File: config.mk
export PLATFORM = sky130hd
export DESIGN_NAME = disp_arbiter
export DESIGN_NICKNAME = d
export VERILOG_FILES = /design/src/rtl/disp_arbiter_pkg.sv /design/src/rtl/disp_arbiter_sync_2ff.sv /design/src/rtl/disp_arbiter.sv
export SDC_FILE = /design/constraint.sdc
export NUM_CORES = 1
export LEC_CHECK = 0
export BUFFER_PORTS_ARGS = -buffer_cell sky130_fd_sc_hd__buf_2
export CAP_MARGIN = 20
export CORE_MARGIN = 2
export CORE_UTILIZATION = 46
export CTS_BUF_LIST = sky130_fd_sc_hd__clkbuf_8 sky130_fd_sc_hd__clkbuf_16
export DETAILED_ROUTE_END_ITERATION = 10
export PLACE_DENSITY = 0.9
export SLEW_MARGIN = 0
export SYNTH_ARGS = -nofsm -noshare
export SYNTH_HDL_FRONTEND = slang
export SYNTH_SLANG_ARGS = --single-unit
File: constraint.sdc
create_clock -name clk -period 2.3 [get_ports clk]
set_input_delay 0 -clock clk [delete_from_list [all_inputs] [get_ports clk]]
set_output_delay 0 -clock clk [all_outputs]
set_load 0.01 [all_outputs]
File: src/rtl/disp_arbiter_pkg.sv
// Shared types and defaults for the display arbiter: FSM state encoding,
// owner encoding and the default MMIO addresses.
package disp_arb_pkg;

  typedef enum logic [1:0] {
    ST_NORMAL     = 2'd0,
    ST_DEBUG      = 2'd1,
    ST_REPLAY_LED = 2'd2,
    ST_REPLAY_SEG = 2'd3
  } disp_state_e;

  localparam logic OWNER_CPU = 1'b0;
  localparam logic OWNER_DBG = 1'b1;

  localparam logic [31:0] DEF_LED_ADDR  = 32'hFFFF_FC60;
  localparam logic [31:0] DEF_SEG_ADDR  = 32'hFFFF_FC64;
  localparam logic [31:0] DEF_BASE_ADDR = 32'hFFFF_FC68;

  localparam int DEF_MAX_WAIT = 8;
  localparam int DEF_CNT_W    = 4;

endpackage

File: src/rtl/disp_arbiter_sync_2ff.sv
// Two-flop synchroniser for the asynchronous debug mode switch.
module sync_2ff (
  input  logic clk,
  input  logic rst,
  input  logic d,
  output logic q
);

  logic meta;

  always_ff @(posedge clk or posedge rst) begin
    if (rst) begin
      meta <= 1'b0;
      q    <= 1'b0;
    end else begin
      meta <= d;
      q    <= meta;
    end
  end

endmodule

File: src/rtl/disp_arbiter.sv
// Display arbiter between CPU MMIO stores and a debug monitor writer.
// Build option DISP_REPLAY_EN: shadow CPU display writes during debug and replay them on exit.
//
// state         | meaning
// ST_NORMAL     | CPU owns display, debug writes arbitrated with anti-starvation
// ST_DEBUG      | debug owns display, CPU display writes shadowed (or dropped)
// ST_REPLAY_LED | replay shadowed LED value if dirty
// ST_REPLAY_SEG | replay shadowed segment value if dirty
module disp_arbiter
  import disp_arb_pkg::*;
#(
  parameter logic [31:0] LED_ADDR  = DEF_LED_ADDR,
  parameter logic [31:0] SEG_ADDR  = DEF_SEG_ADDR,
  parameter logic [31:0] BASE_ADDR = DEF_BASE_ADDR,
  parameter int          MAX_WAIT  = DEF_MAX_WAIT,
  parameter int          CNT_W     = DEF_CNT_W
) (
  input  logic        clk,
  input  logic        rst,
  input  logic        cpu_wr_en,
  input  logic [31:0] cpu_addr,
  input  logic [31:0] cpu_wdata,
  output logic        cpu_stall,
  input  logic        dbg_mode,
  input  logic        dbg_valid,
  input  logic        dbg_sel,
  input  logic [31:0] dbg_wdata,
  output logic        dbg_ready,
  output logic        led_ctrl,
  output logic        seg_ctrl,
  output logic [31:0] write_data,
  output logic        base,
  output logic        owner
);

  localparam logic [CNT_W-1:0] WAIT_MAX = CNT_W'(MAX_WAIT);

  disp_state_e      state;
  logic             mode_s;
  logic [CNT_W-1:0] wait_cnt;
  logic             cpu_is_led;
  logic             cpu_disp_req;
  logic             cpu_base_wr;
  logic             dbg_force;

`ifdef DISP_REPLAY_EN
  logic [31:0] shadow_led;
  logic [31:0] shadow_seg;
  logic        dirty_led;
  logic        dirty_seg;
`endif

  sync_2ff u_mode_sync (
    .clk (clk),
    .rst (rst),
    .d   (dbg_mode),
    .q   (mode_s)
  );

  assign cpu_is_led   = (cpu_addr == LED_ADDR);
  assign cpu_disp_req = cpu_wr_en & (cpu_is_led | (cpu_addr == SEG_ADDR));
  assign cpu_base_wr  = cpu_wr_en & (cpu_addr == BASE_ADDR);
  assign dbg_force    = cpu_disp_req & dbg_valid & (wait_cnt == WAIT_MAX);

  always_comb begin
    cpu_stall = 1'b0;
    dbg_ready = 1'b0;
    case (state)
      ST_NORMAL: begin
        cpu_stall = dbg_force;
        dbg_ready = dbg_valid & (dbg_force | ~cpu_disp_req);
      end
      ST_DEBUG: dbg_ready = dbg_valid;
      default:  cpu_stall = cpu_disp_req;
    endcase
  end

  always_ff @(posedge clk or posedge rst) begin
    if (rst) begin
      state      <= ST_NORMAL;
      wait_cnt   <= '0;
      led_ctrl   <= 1'b0;
      seg_ctrl   <= 1'b0;
      write_data <= '0;
      base       <= 1'b0;
      owner      <= OWNER_CPU;
`ifdef DISP_REPLAY_EN
      shadow_led <= '0;
      shadow_seg <= '0;
      dirty_led  <= 1'b0;
      dirty_seg  <= 1'b0;
`endif
    end else begin
      led_ctrl <= 1'b0;
      seg_ctrl <= 1'b0;
      if (cpu_base_wr) base <= cpu_wdata[0];
      // Counts cycles a pending debug write has been refused; saturates at the forcing threshold.
      if (dbg_valid & ~dbg_ready)
        wait_cnt <= (wait_cnt == WAIT_MAX) ? wait_cnt : wait_cnt + 1'b1;
      else
        wait_cnt <= '0;

      case (state)
        ST_NORMAL: begin
          if (dbg_ready) begin
            led_ctrl   <= ~dbg_sel;
            seg_ctrl   <= dbg_sel;
            write_data <= dbg_wdata;
          end else if (cpu_disp_req) begin
            led_ctrl   <= cpu_is_led;
            seg_ctrl   <= ~cpu_is_led;
            write_data <= cpu_wdata;
          end
          if (mode_s) begin
            state <= ST_DEBUG;
            owner <= OWNER_DBG;
          end
        end
        ST_DEBUG: begin
          if (dbg_ready) begin
            led_ctrl   <= ~dbg_sel;
            seg_ctrl   <= dbg_sel;
            write_data <= dbg_wdata;
          end
`ifdef DISP_REPLAY_EN
          if (cpu_disp_req) begin
            if (cpu_is_led) begin
              shadow_led <= cpu_wdata;
              dirty_led  <= 1'b1;
            end else begin
              shadow_seg <= cpu_wdata;
              dirty_seg  <= 1'b1;
            end
          end
          if (!mode_s) begin
            state <= ST_REPLAY_LED;
            owner <= OWNER_CPU;
          end
`else
          if (!mode_s) begin
            state <= ST_NORMAL;
            owner <= OWNER_CPU;
          end
`endif
        end
`ifdef DISP_REPLAY_EN
        ST_REPLAY_LED: begin
          if (dirty_led) begin
            led_ctrl   <= 1'b1;
            write_data <= shadow_led;
            dirty_led  <= 1'b0;
          end
          state <= ST_REPLAY_SEG;
        end
        ST_REPLAY_SEG: begin
          if (dirty_seg) begin
            seg_ctrl   <= 1'b1;
            write_data <= shadow_seg;
            dirty_seg  <= 1'b0;
          end
          state <= ST_NORMAL;
        end
`endif
        default: begin
          state <= ST_NORMAL;
          owner <= OWNER_CPU;
        end
      endcase
    end
  end

endmodule
After elaboration in Yosys (flattened, before gate mapping)
Index checks and enable logic that the tools add are counted.
{"block": "word_totals", "ff_bits": 44, "n_memories": 0, "mem_bits_rw": 0, "elab_cells": 58, "latchBits": 0, "input_bits": 102, "romBits": 0}
{"block": "classes", "shift": 0, "multipliers": 0, "n_addsub": 1, "mux": 22, "n_div": 0, "reduce_logical": 4, "bitwise": 12, "n_eq_ne": 10, "n_lt_le_gt_ge": 0}
{"operator": "equality test 32 bit (second input constant)", "count": 3}
{"operator": "two-way mux 32 bit", "count": 3}
{"operator": "case mux 32 bit (2 select lines)", "count": 1}
{"operator": "case mux 1 bit (2 select lines)", "count": 5}
{"operator": "two-way mux 1 bit", "count": 8}
{"operator": "two-way mux 4 bit", "count": 2}
{"operator": "AND 1 bit", "count": 6}
{"operator": "!= test 2 bit (second input constant)", "count": 3}
{"operator": "adder 4 x 1 -> 4 bit (second input constant)", "count": 1}
{"operator": "equality test 4 bit (second input constant)", "count": 1}
{"operator": "two-way mux 2 bit", "count": 2}
{"operator": "inverter 1 bit", "count": 4}
{"operator": "case mux 2 bit (2 select lines)", "count": 1}
{"operator": "!= test 3 bit (second input constant)", "count": 1}
{"operator": "AND reduction 3 bit", "count": 1}
{"operator": "equality test 2 x 1 -> 1 bit (second input constant)", "count": 1}
{"operator": "logical NOT 2 bit", "count": 1}
{"operator": "!= test 2 x 1 -> 1 bit (second input constant)", "count": 1}
{"operator": "bitwise OR 1 bit", "count": 2}
{"operator": "AND reduction 2 bit", "count": 1}
{"operator": "nonzero test 2 bit", "count": 1}

Depth between registers and ports, before layout
Gate-level depths: netlist of run 1.
{"block": "depth", "depth_word": 11, "mapped_depth": 8, "depth_no_buf": 7}

By module
A second synthesis of run 1 with hierarchy kept.
{"block": "hier_totals", "hier_cells": 239, "area_unflattened_um2": 2118.3}
{"mod": "disp_arbiter", "area_each_um2": 2064.5, "n_inst": 1, "cells_per_inst": 236}
{"mod": "sync_2ff", "area_each_um2": 53.8, "n_inst": 1, "cells_per_inst": 3}

Least setup slack after synthesis of run 1
Ideal clock, no wire load.
{"block": "synth_timing", "path_kind": "flip-flop to flip-flop", "startpoint": "register wait_cnt[0]", "endpoint": "register write_data[13]", "path_stages_with_launch": 9, "t_arrival_ps": 1876, "path_slack_ps": 342, "setup_time_ps": 82, "n_path_buf": 1, "cell_sequence": "dfrtp_1 > inv_1 > ha_1 > nand4b_1 > nand3_1 > nor4_4 > buf_6 > mux2_1 > a31oi_1"}
{"block": "synth_via", "elab_chain_cells": 7, "word_cells_on_any_way": 10, "cone_classes": "eq/ne (3); mux (3); bitwise (3); reduce/logical (1)"}
{"element": "from (decl)", "line": "disp_arbiter.sv:40", "rtl": "logic [CNT_W-1:0] wait_cnt;"}
{"element": "from (signal assigned)", "line": "disp_arbiter.sv:99", "rtl": "wait_cnt <= (wait_cnt == WAIT_MAX) ? wait_cnt : wait_cnt + 1'b1;"}
{"element": "equality test 4 bit *", "line": "disp_arbiter.sv:63", "rtl": "assign dbg_force = cpu_disp_req & dbg_valid & (wait_cnt == WAIT_MAX);"}
{"element": "AND 1 bit *", "line": "disp_arbiter.sv:63"}
{"element": "bitwise OR 1 bit *", "line": "disp_arbiter.sv:71", "rtl": "dbg_ready = dbg_valid & (dbg_force | ~cpu_disp_req);"}
{"element": "AND 1 bit *", "line": "disp_arbiter.sv:71"}
{"element": "case mux 1 bit (2 select lines) *", "line": "disp_arbiter.sv:68", "rtl": "case (state)"}
{"element": "!= test 3 bit (no source line) (tied with other cells)"}
{"element": "AND reduction 3 bit (no source line) / case mux 32 bit (2 select lines) (equally long branches)"}
{"element": "to (signal assigned)", "line": "disp_arbiter.sv:108", "rtl": "write_data <= dbg_wdata;"}
{"element": "to (signal assigned)", "line": "disp_arbiter.sv:112", "rtl": "write_data <= cpu_wdata;"}
{"element": "to (signal assigned)", "line": "disp_arbiter.sv:123", "rtl": "write_data <= dbg_wdata;"}
{"element": "to (decl)", "line": "disp_arbiter.sv:31", "rtl": "output logic [31:0] write_data,"}
Every way passes the cells marked *; elsewhere a longest branch is shown, timed or not.
A chain may end at the register's enable or synchronous reset.

Worst setup path in the final report of run 1
{"block": "layout_timing", "startpoint": "register wait_cnt[0]", "endpoint": "register led_ctrl"}
{"block": "layout_via", "elab_chain_cells": 7, "word_cells_on_any_way": 8, "cone_classes": "eq/ne (1); mux (4); bitwise (3)"}
{"element": "equality test 4 bit *", "line": "disp_arbiter.sv:63"}
{"element": "AND 1 bit *", "line": "disp_arbiter.sv:63"}
{"element": "bitwise OR 1 bit *", "line": "disp_arbiter.sv:71"}
{"element": "AND 1 bit *", "line": "disp_arbiter.sv:71"}
{"element": "case mux 1 bit (2 select lines) *", "line": "disp_arbiter.sv:68"}
{"element": "two-way mux 1 bit (on tied branches)", "line": "disp_arbiter.sv:120, disp_arbiter.sv:105"}
{"element": "case mux 1 bit (2 select lines) *", "line": "disp_arbiter.sv:103", "rtl": "case (state)"}
{"element": "to (signal assigned)", "line": "disp_arbiter.sv:106", "rtl": "led_ctrl <= ~dbg_sel;"}
{"element": "to (signal assigned)", "line": "disp_arbiter.sv:110", "rtl": "led_ctrl <= cpu_is_led;"}
{"element": "to (signal assigned)", "line": "disp_arbiter.sv:121", "rtl": "led_ctrl <= ~dbg_sel;"}
{"element": "to (decl)", "line": "disp_arbiter.sv:29", "rtl": "output logic led_ctrl,"}
Marks and branches as above.

==> impl_metrics.tcl, run 1 <==
set metrics [dict create \
    status "finished clean" \
    die_height_um 82.20 \
    cp.required_ns 2.53 \
    fin_setup_tns_ns 0 \
    grt_setup_unrepaired "no" \
    synthToLayoutAreaGrowth_pct 31.14 \
    ys.flop_type "sky130_fd_sc_hd__dfrtp_1" \
    setup.worst_path.end_class "flop" \
    synthesis.nets 412 \
    post_route_drc_violation_count 0 \
    cts_root_buffer "sky130_fd_sc_hd__clkbuf_8" \
    core_area_sq_mm 0.005921 \
    post-cts-setup-buffers 0 \
    cap_viol_max_count 0 \
    hold_viol 0 \
    syn-mean-instance-area_sq_um 9.132 \
    synth_enable_flop_cells 0 \
    post-route-min-period_ns 2.133 \
    finalWeightedCongestion 0.8202 \
    clock_path_buffers 2 \
    track_usage_pct 24.36 \
    critPathSlowestCell "sky130_fd_sc_hd__dlygate4sd3_1" \
    cts.clk_slew.worst_paths_ns 0.08 \
    floorplan.rows 28 \
    detail_route.iter0.violations 128 \
    buffer_ports.inserted 139 \
    antenna_cells 0 \
    source_to_sink_clock_delay_at_the_later_pin_of_the_worst_skew_pair_ns 0.29 \
    synth_cell_types 33 \
    postSynthRegisterBits 42 \
    relSlewSlack_pct 61.40 \
    antenna_violations_before_repair 0 \
    final.setup.worst_slack_ns 0.1674 \
    register_area_sq_mm 0.001052 \
    pre_cts_slack_ns 0.1609 \
    power_per_cell_area_mw_per_mm2 486.0 \
    io_pins 140 \
    layout_worst_path_cycle_share_pct 92.72 \
    multiInputGateArea_sq_mm 0.001607 \
    grt_overflow 0 \
    nFillCells 527 \
    chipWidth_um 82.20 \
    path_class "flop to flop" \
    timing.final.max_slew_violations 0 \
    critical_path.cell_chain "inv_1, ha_1, nand4b_1, nand3_1, nor4_4, nand2b_2, mux2i_1, dlygate4sd3_1" \
    worstMarginPinSlew_ns 0.5790 \
    vias 2927 \
    drive_gt1_share_pct 37.73 \
    power.ir.vdd_worst_v 0.0003270 \
    clock-skew-final_ns 0.003057 \
    routed_wire_length_per_instance_um 15.38 \
    cts_tree "built" \
    syn-instance-count 308 \
    initial_core_util_pct 47.51 \
    cts_inserted_buffers 5 \
    grt_first_pass_wirelength_um 12740 \
    stdcell_count 515 \
    die_area_sq_mm 0.006756 \
    clock_sinks 42 \
    yosys_warnings 0 \
    hold_wc_path_type "primary input to flop" \
    seq_area_frac_synth_pct 37.37 \
    drt_pass1_iterations 4 \
    critPathLaunchType "flop" \
    async_reset_ff_share_pct 100.0 \
    cts_h_tree_depth 2 \
    grt_max_degree 67 \
    finish.net_count 543 \
    critical_path.max_fanout 4 \
    routed_wl_um 7923 \
    antenna_left 0 \
    setup-violations-final 0 \
    clock.fmax_ghz 0.4689 \
    slowest_delay_ns 0.55 \
    leakagePower_nw 1.654 \
    arrival_time_at_the_worst_endpoint_ns 2.36 \
    post-dp-hpwl_um 5641 \
    synth_area_sq_mm 0.002813 \
    post-place-cells 502 \
    grt_pass1_vias 2874 \
    via_per_inst 5.683 \
]
## cells in the mapped netlist (2+ instances only)
library cell	count	area [sq um]
sky130_fd_sc_hd__clkbuf_1	22	82.58
sky130_fd_sc_hd__nor4_1	2	12.51
sky130_fd_sc_hd__ha_1	2	25.02
sky130_fd_sc_hd__a31oi_1	32	200.2
sky130_fd_sc_hd__nand2b_1	33	206.5
sky130_fd_sc_hd__and4_1	2	17.52
sky130_fd_sc_hd__mux2_1	30	337.8
sky130_fd_sc_hd__dfrtp_1	42	1051
sky130_fd_sc_hd__a2bb2oi_1	13	113.9
sky130_fd_sc_hd__buf_6	4	45.04
sky130_fd_sc_hd__nand2_1	35	131.4
sky130_fd_sc_hd__nand3_1	3	15.01
sky130_fd_sc_hd__inv_1	5	18.77
sky130_fd_sc_hd__mux2_2	4	45.04
sky130_fd_sc_hd__nor3_1	33	165.2
sky130_fd_sc_hd__nand4_1	4	25.02
sky130_fd_sc_hd__and3_1	2	12.51
sky130_fd_sc_hd__a22oi_1	19	142.6
sky130_fd_sc_hd__nor2_1	6	22.52
sky130_fd_sc_hd__buf_2	2	10.01
## layer usage
metal / up-vias / share of wire, % / track usage [%]
met5: - / 0 / 0
met1: 1408 / 39 / 27.37
li1: 1391 / - / -
met3: 18 / 6.3 / 4.130
met4: 0 / 2.7 / 9.333
met2: 110 / 51 / 45.48
## metrics by stage
stage / power (W) / utilization [%] / hold WS [ns] / area, sq um
3_3_place_gp: 0.001292 / 59.87 / 0.01829 / 3545
5_1_grt: 0.001902 / 62.30 / 0.04310 / 3689
4_1_cts: 0.001813 / 62.26 / 0.03204 / 3686
2_1_floorplan: 0.001094 / - / 0.03143 / 2813
6_report: 0.001793 / 62.30 / 0.03979 / 3689
3_5_place_dp: 0.001313 / 59.87 / 0.02487 / 3545
## cell families after synthesis
logic type	synth area share, %
AO/OA/AOI/OAI	16.55
AND/OR/NAND/NOR	24.91
flip-flops	37.37
multiplexers	13.97
buffers and inverters	5.694
adder cells (fa/ha/maj)	0.8895
XOR/XNOR	0.6229
## final timing paths
check	from	to	slack, ns	cells after the start
worst max-delay path	wait_cnt[0]$_DFFE_PP0P_	led_ctrl$_DFF_PP0_	0.17	8
worst min-delay path	dbg_wdata[19]	write_data[19]$_DFFE_PP0P_	0.04	3
worst max register to register	wait_cnt[0]$_DFFE_PP0P_	led_ctrl$_DFF_PP0_	0.17	8
worst min register to register	u_mode_sync.q$_DFF_PP0_	owner$_DFFE_PP0P_	0.35	0
max in group asynchronous	rst	base$_DFFE_PP0P_	1.36	4
min in group asynchronous	rst	led_ctrl$_DFF_PP0_	0.28	3
## cells in the final DEF (no fill, tap or decap), types with 3 or more instances in the layout
master | synthesis | layout
sky130_fd_sc_hd__a22oi_1 | 19 | 19
sky130_fd_sc_hd__a2bb2oi_1 | 13 | 13
sky130_fd_sc_hd__a31oi_1 | 32 | 32
sky130_fd_sc_hd__buf_2 | 2 | 139
sky130_fd_sc_hd__buf_4 | 0 | 8
sky130_fd_sc_hd__clkbuf_8 | 0 | 6
sky130_fd_sc_hd__dfrtp_1 | 42 | 41
sky130_fd_sc_hd__dlygate4sd3_1 | 0 | 5
sky130_fd_sc_hd__inv_1 | 5 | 5
sky130_fd_sc_hd__mux2_1 | 30 | 30
sky130_fd_sc_hd__mux2_2 | 4 | 4
sky130_fd_sc_hd__nand2_1 | 35 | 35
sky130_fd_sc_hd__nand2b_1 | 33 | 32
sky130_fd_sc_hd__nand3_1 | 3 | 3
sky130_fd_sc_hd__nand4_1 | 4 | 4
sky130_fd_sc_hd__nor2_1 | 6 | 5
sky130_fd_sc_hd__nor3_1 | 33 | 33
## cell type report
| cell class | count | share of cell area, % |
|---|---|---|
| multi-input combinational | 232 | 43.55 |
| sequential | 42 | 28.53 |
| clock inverter | 2 | 0.2374 |
| inverter | 5 | 0.5088 |
| clock buffer | 6 | 2.239 |
| tap | 75 | 2.544 |
| timing repair buffer | 153 | 22.39 |
## state kept, by name (all words and copies together), names as in the netlist
register,count
owner,1
u_mode_sync.q,1
wait_cnt,4
led_ctrl,1
seg_ctrl,1
write_data,32
u_mode_sync.meta,1
base,1
## power breakdown
| group | switching (W) | total, W | internal (W) |
|---|---|---|---|
| registers | 0.0000366 | 0.000842 | 0.000806 |
| logic | 0.000233 | 0.000459 | 0.000226 |
| clock network | 0.000253 | 0.000491 | 0.000238 |
| total | 0.000523 | 0.00179 | 0.00127 |
## worst max-delay path: cells and delay by family (launching register included)
kind / cells / cell delay [ns]
buf+inv: 2 / 0.61
flops: 1 / 0.39
fa+ha+maj: 1 / 0.18
simple gates: 4 / 0.71
mux: 1 / 0.18
## what timing repair did
action                     4_1_cts  5_1_grt
setup endpoints to repair        0        1
gates resized for setup          0        1
hold buffers                     5        0
hold endpoints to repair        24        0
(Power assumes the default switching activity.)
==> run 2, diff against run 1 <==
--- a/config.mk
+++ b/config.mk
@@ -8,10 +8,10 @@
 export BUFFER_PORTS_ARGS = -buffer_cell sky130_fd_sc_hd__buf_2
 export CAP_MARGIN = 20
 export CORE_MARGIN = 2
-export CORE_UTILIZATION = 46
+export CORE_UTILIZATION = 50
 export CTS_BUF_LIST = sky130_fd_sc_hd__clkbuf_8 sky130_fd_sc_hd__clkbuf_16
 export DETAILED_ROUTE_END_ITERATION = 10
-export PLACE_DENSITY = 0.9
+export PLACE_DENSITY = 0.95
 export SLEW_MARGIN = 0
 export SYNTH_ARGS = -nofsm -noshare
 export SYNTH_HDL_FRONTEND = slang
==> constraint.sdc (replaced) <==
create_clock -name clk -period 2.5 [get_ports clk]
set_input_delay 0 -clock clk [delete_from_list [all_inputs] [get_ports clk]]
set_output_delay 0 -clock clk [all_outputs]
set_load 0.01 [all_outputs]
==> impl_metrics.tcl, run 2 (synthesized netlist as in run 1, its figures left out) <==
set metrics [dict create \
    worstMarginPinSlew_ns 0.9114 \
    multiInputGateArea_sq_mm 0.001604 \
    critical_path.max_fanout 19 \
    power.switching_fraction_pct 29.92 \
    hold-path-cell-count 3 \
    drive_gt1_share_pct 37.53 \
    setup-violations-final 0 \
    antenna_violations_before_repair 0 \
    via_per_inst 5.843 \
    finalWeightedCongestion 0.8223 \
    cts.hold.buffers_added 4 \
    post_route_drc_violation_count 0 \
    cts_h_tree_depth 2 \
    vias 2974 \
    max_flop_register "write_data" \
    antenna_cells 0 \
    layout_worst_path_cycle_share_pct 89.32 \
    worstHoldStart "dbg_wdata[4]" \
    initial_core_util_pct 51.39 \
    leakagePower_nw 1.634 \
    setup.worst_path.end_class "output pin" \
    most-common-layout-cells "139 x sky130_fd_sc_hd__buf_2, 41 x sky130_fd_sc_hd__dfrtp_1, 35 x sky130_fd_sc_hd__nand2_1" \
    clock_path_buffers 2 \
    grt_first_pass_wirelength_um 13230 \
    power_frac_clock_pct 28.4 \
    clock_sinks 42 \
    flip_flop_count_of_the_largest_register_all_copies_and_words_added 32 \
    die_height_um 79 \
    detail_route.iter0.violations 168 \
    clock-skew-final_ns 0.009084 \
    critPathLaunchType "flop" \
    clock.fmax_ghz 0.4479 \
    critical_path.cell_chain "inv_1, ha_1, nand4b_1, nand3_1, nor4_4, buf_4, nand2b_1, inv_1, buf_2" \
    cts_inserted_buffers 5 \
    worstHoldEndpoint "write_data[4]$_DFFE_PP0P_" \
    slowest_delay_ns 0.40 \
    source_to_sink_clock_delay_at_the_later_pin_of_the_worst_skew_pair_ns 0.29 \
    chipWidth_um 79 \
    antenna_left 0 \
    grt_setup_unrepaired "no" \
    most_common_cell_after_layout_fill_and_taps_aside "sky130_fd_sc_hd__buf_2" \
    grt_pass1_vias 2929 \
    top_regs "write_data x32, wait_cnt x4" \
    cts_root_buffer "sky130_fd_sc_hd__clkbuf_8" \
    floorplan.rows 27 \
    arrival_time_at_the_worst_endpoint_ns 2.23 \
    core_area_sq_mm 0.005473 \
    register_area_sq_mm 0.001052 \
    path_class "flop to output pin" \
    power.ir.vdd_worst_v 0.0002984 \
    relSlewSlack_pct 39.15 \
    post-cts-setup-buffers 0 \
    fin_setup_tns_ns 0 \
    cts_tree "built" \
    track_usage_pct 26.07 \
    synthToLayoutAreaGrowth_pct 30.16 \
    finish.net_count 540 \
    post-route-min-period_ns 2.233 \
    power_per_cell_area_mw_per_mm2 455.4 \
    die_area_sq_mm 0.006241 \
    pwr-share-comb_pct 25.2 \
    internal-power_w 0.001168 \
    crit_family "simple AND/OR/NAND/NOR gates" \
    cp.required_ns 2.50 \
    cts.clk_slew.worst_paths_ns 0.09 \
    nFillCells 483 \
    share_seq_of_total_power_pct 46.5 \
    status "finished clean" \
    drt_pass1_iterations 4 \
    grt_max_degree 67 \
    post-dp-hpwl_um 5664 \
    routed_wl_um 7952 \
    timing.final.max_slew_violations 0 \
    net-switching-power_w 0.0004988 \
    routed_wire_length_per_instance_um 15.62 \
    critical_path_buf_inv_count 4 \
    hold_wc_path_type "primary input to flop" \
    ctsResizeCount 0 \
    buffer_ports.inserted 139 \
    reg2reg_path_depth 8 \
    critPathSlowestCell "sky130_fd_sc_hd__dfrtp_1" \
    whs_ns 0.02843 \
    rr_endpoint "seg_ctrl$_DFF_PP0_" \
    critical-path-top-cell-by-count "sky130_fd_sc_hd__inv_1" \
    reg2reg_from "wait_cnt[0]$_DFFE_PP0P_" \
    cap_viol_max_count 0 \
    hold_viol 0 \
    io_pins 140 \
    grt_overflow 0 \
    regToRegSetupSlack_ns 0.28 \
]
run 2: cell types whose count changed in the layout (fill, tap and decap cells not counted), sizes merged:
cell / before / now
buf: 148 / 146
clkinvlp: 0 / 1
dlygate4sd3: 5 / 4
inv: 6 / 5
run 2: layout make-up:
| cell class | count | share of cell area [%] |
|---|---|---|
| clock buffers | 6 | 2.256 |
| clock inverters | 2 | 0.3418 |
| inverters | 5 | 0.5126 |
| multi-input cells | 232 | 43.81 |
| flip-flops and latches | 42 | 28.74 |
| well taps | 72 | 2.461 |
| repair buffers | 150 | 21.87 |
run 2: worst min-delay path, cell delays in order:
cell and delay [ns]:
sky130_fd_sc_hd__buf_2 0.09, sky130_fd_sc_hd__a2bb2oi_1 0.05, sky130_fd_sc_hd__a31oi_1 0.15
run 2: worst max path at each step:
| stage | from | to | cells after the start |
|---|---|---|---|
| 6_report | wait_cnt[0]$_DFFE_PP0P_ | dbg_ready | 9 |
| 5_1_grt | wait_cnt[0]$_DFFE_PP0P_ | dbg_ready | 9 |
| 4_1_cts | wait_cnt[0]$_DFFE_PP0P_ | dbg_ready | 9 |
| 3_5_place_dp | wait_cnt[0]$_DFFE_PP0P_ | seg_ctrl$_DFF_PP0_ | 8 |
| 3_3_place_gp | wait_cnt[0]$_DFFE_PP0P_ | seg_ctrl$_DFF_PP0_ | 8 |
| 2_1_floorplan | wait_cnt[0]$_DFFE_PP0P_ | write_data[13]$_DFFE_PP0P_ | 8 |
run 2: layer usage:
metal	routed length (um)	GRT usage, %	vias up
met1	2992	30.58	1419
met4	211	10.00	0
met3	535	3.182	21
met5	0	0	-
met2	4212	48.22	139
li1	-	-	1395
run 2: per-stage QoR:
stage          power [W]  instances  utilization (%)  worst slack, ns  cell area (sq um)
5_1_grt         0.001753        509            66.90           0.1158               3661
6_report        0.001667        509            66.90           0.2671               3661
2_1_floorplan   0.001006        308                -           0.5416               2813
4_1_cts         0.001675        509            66.90           0.2544               3661
3_3_place_gp    0.001182        497            64.43           0.4276               3526
3_5_place_dp    0.001204        497            64.43           0.2975               3526
run 2: power by group through the flow:
stage	Sequential [W]	Clock [W]	Combinational, W
final	0.000775	0.000473	0.000419
after floorplan	0.000816	0	0.000190
after global placement	0.000786	0	0.000396
after detailed placement	0.000788	0	0.000416
after CTS	0.000775	0.000479	0.000421
after global routing	0.000783	0.000507	0.000464
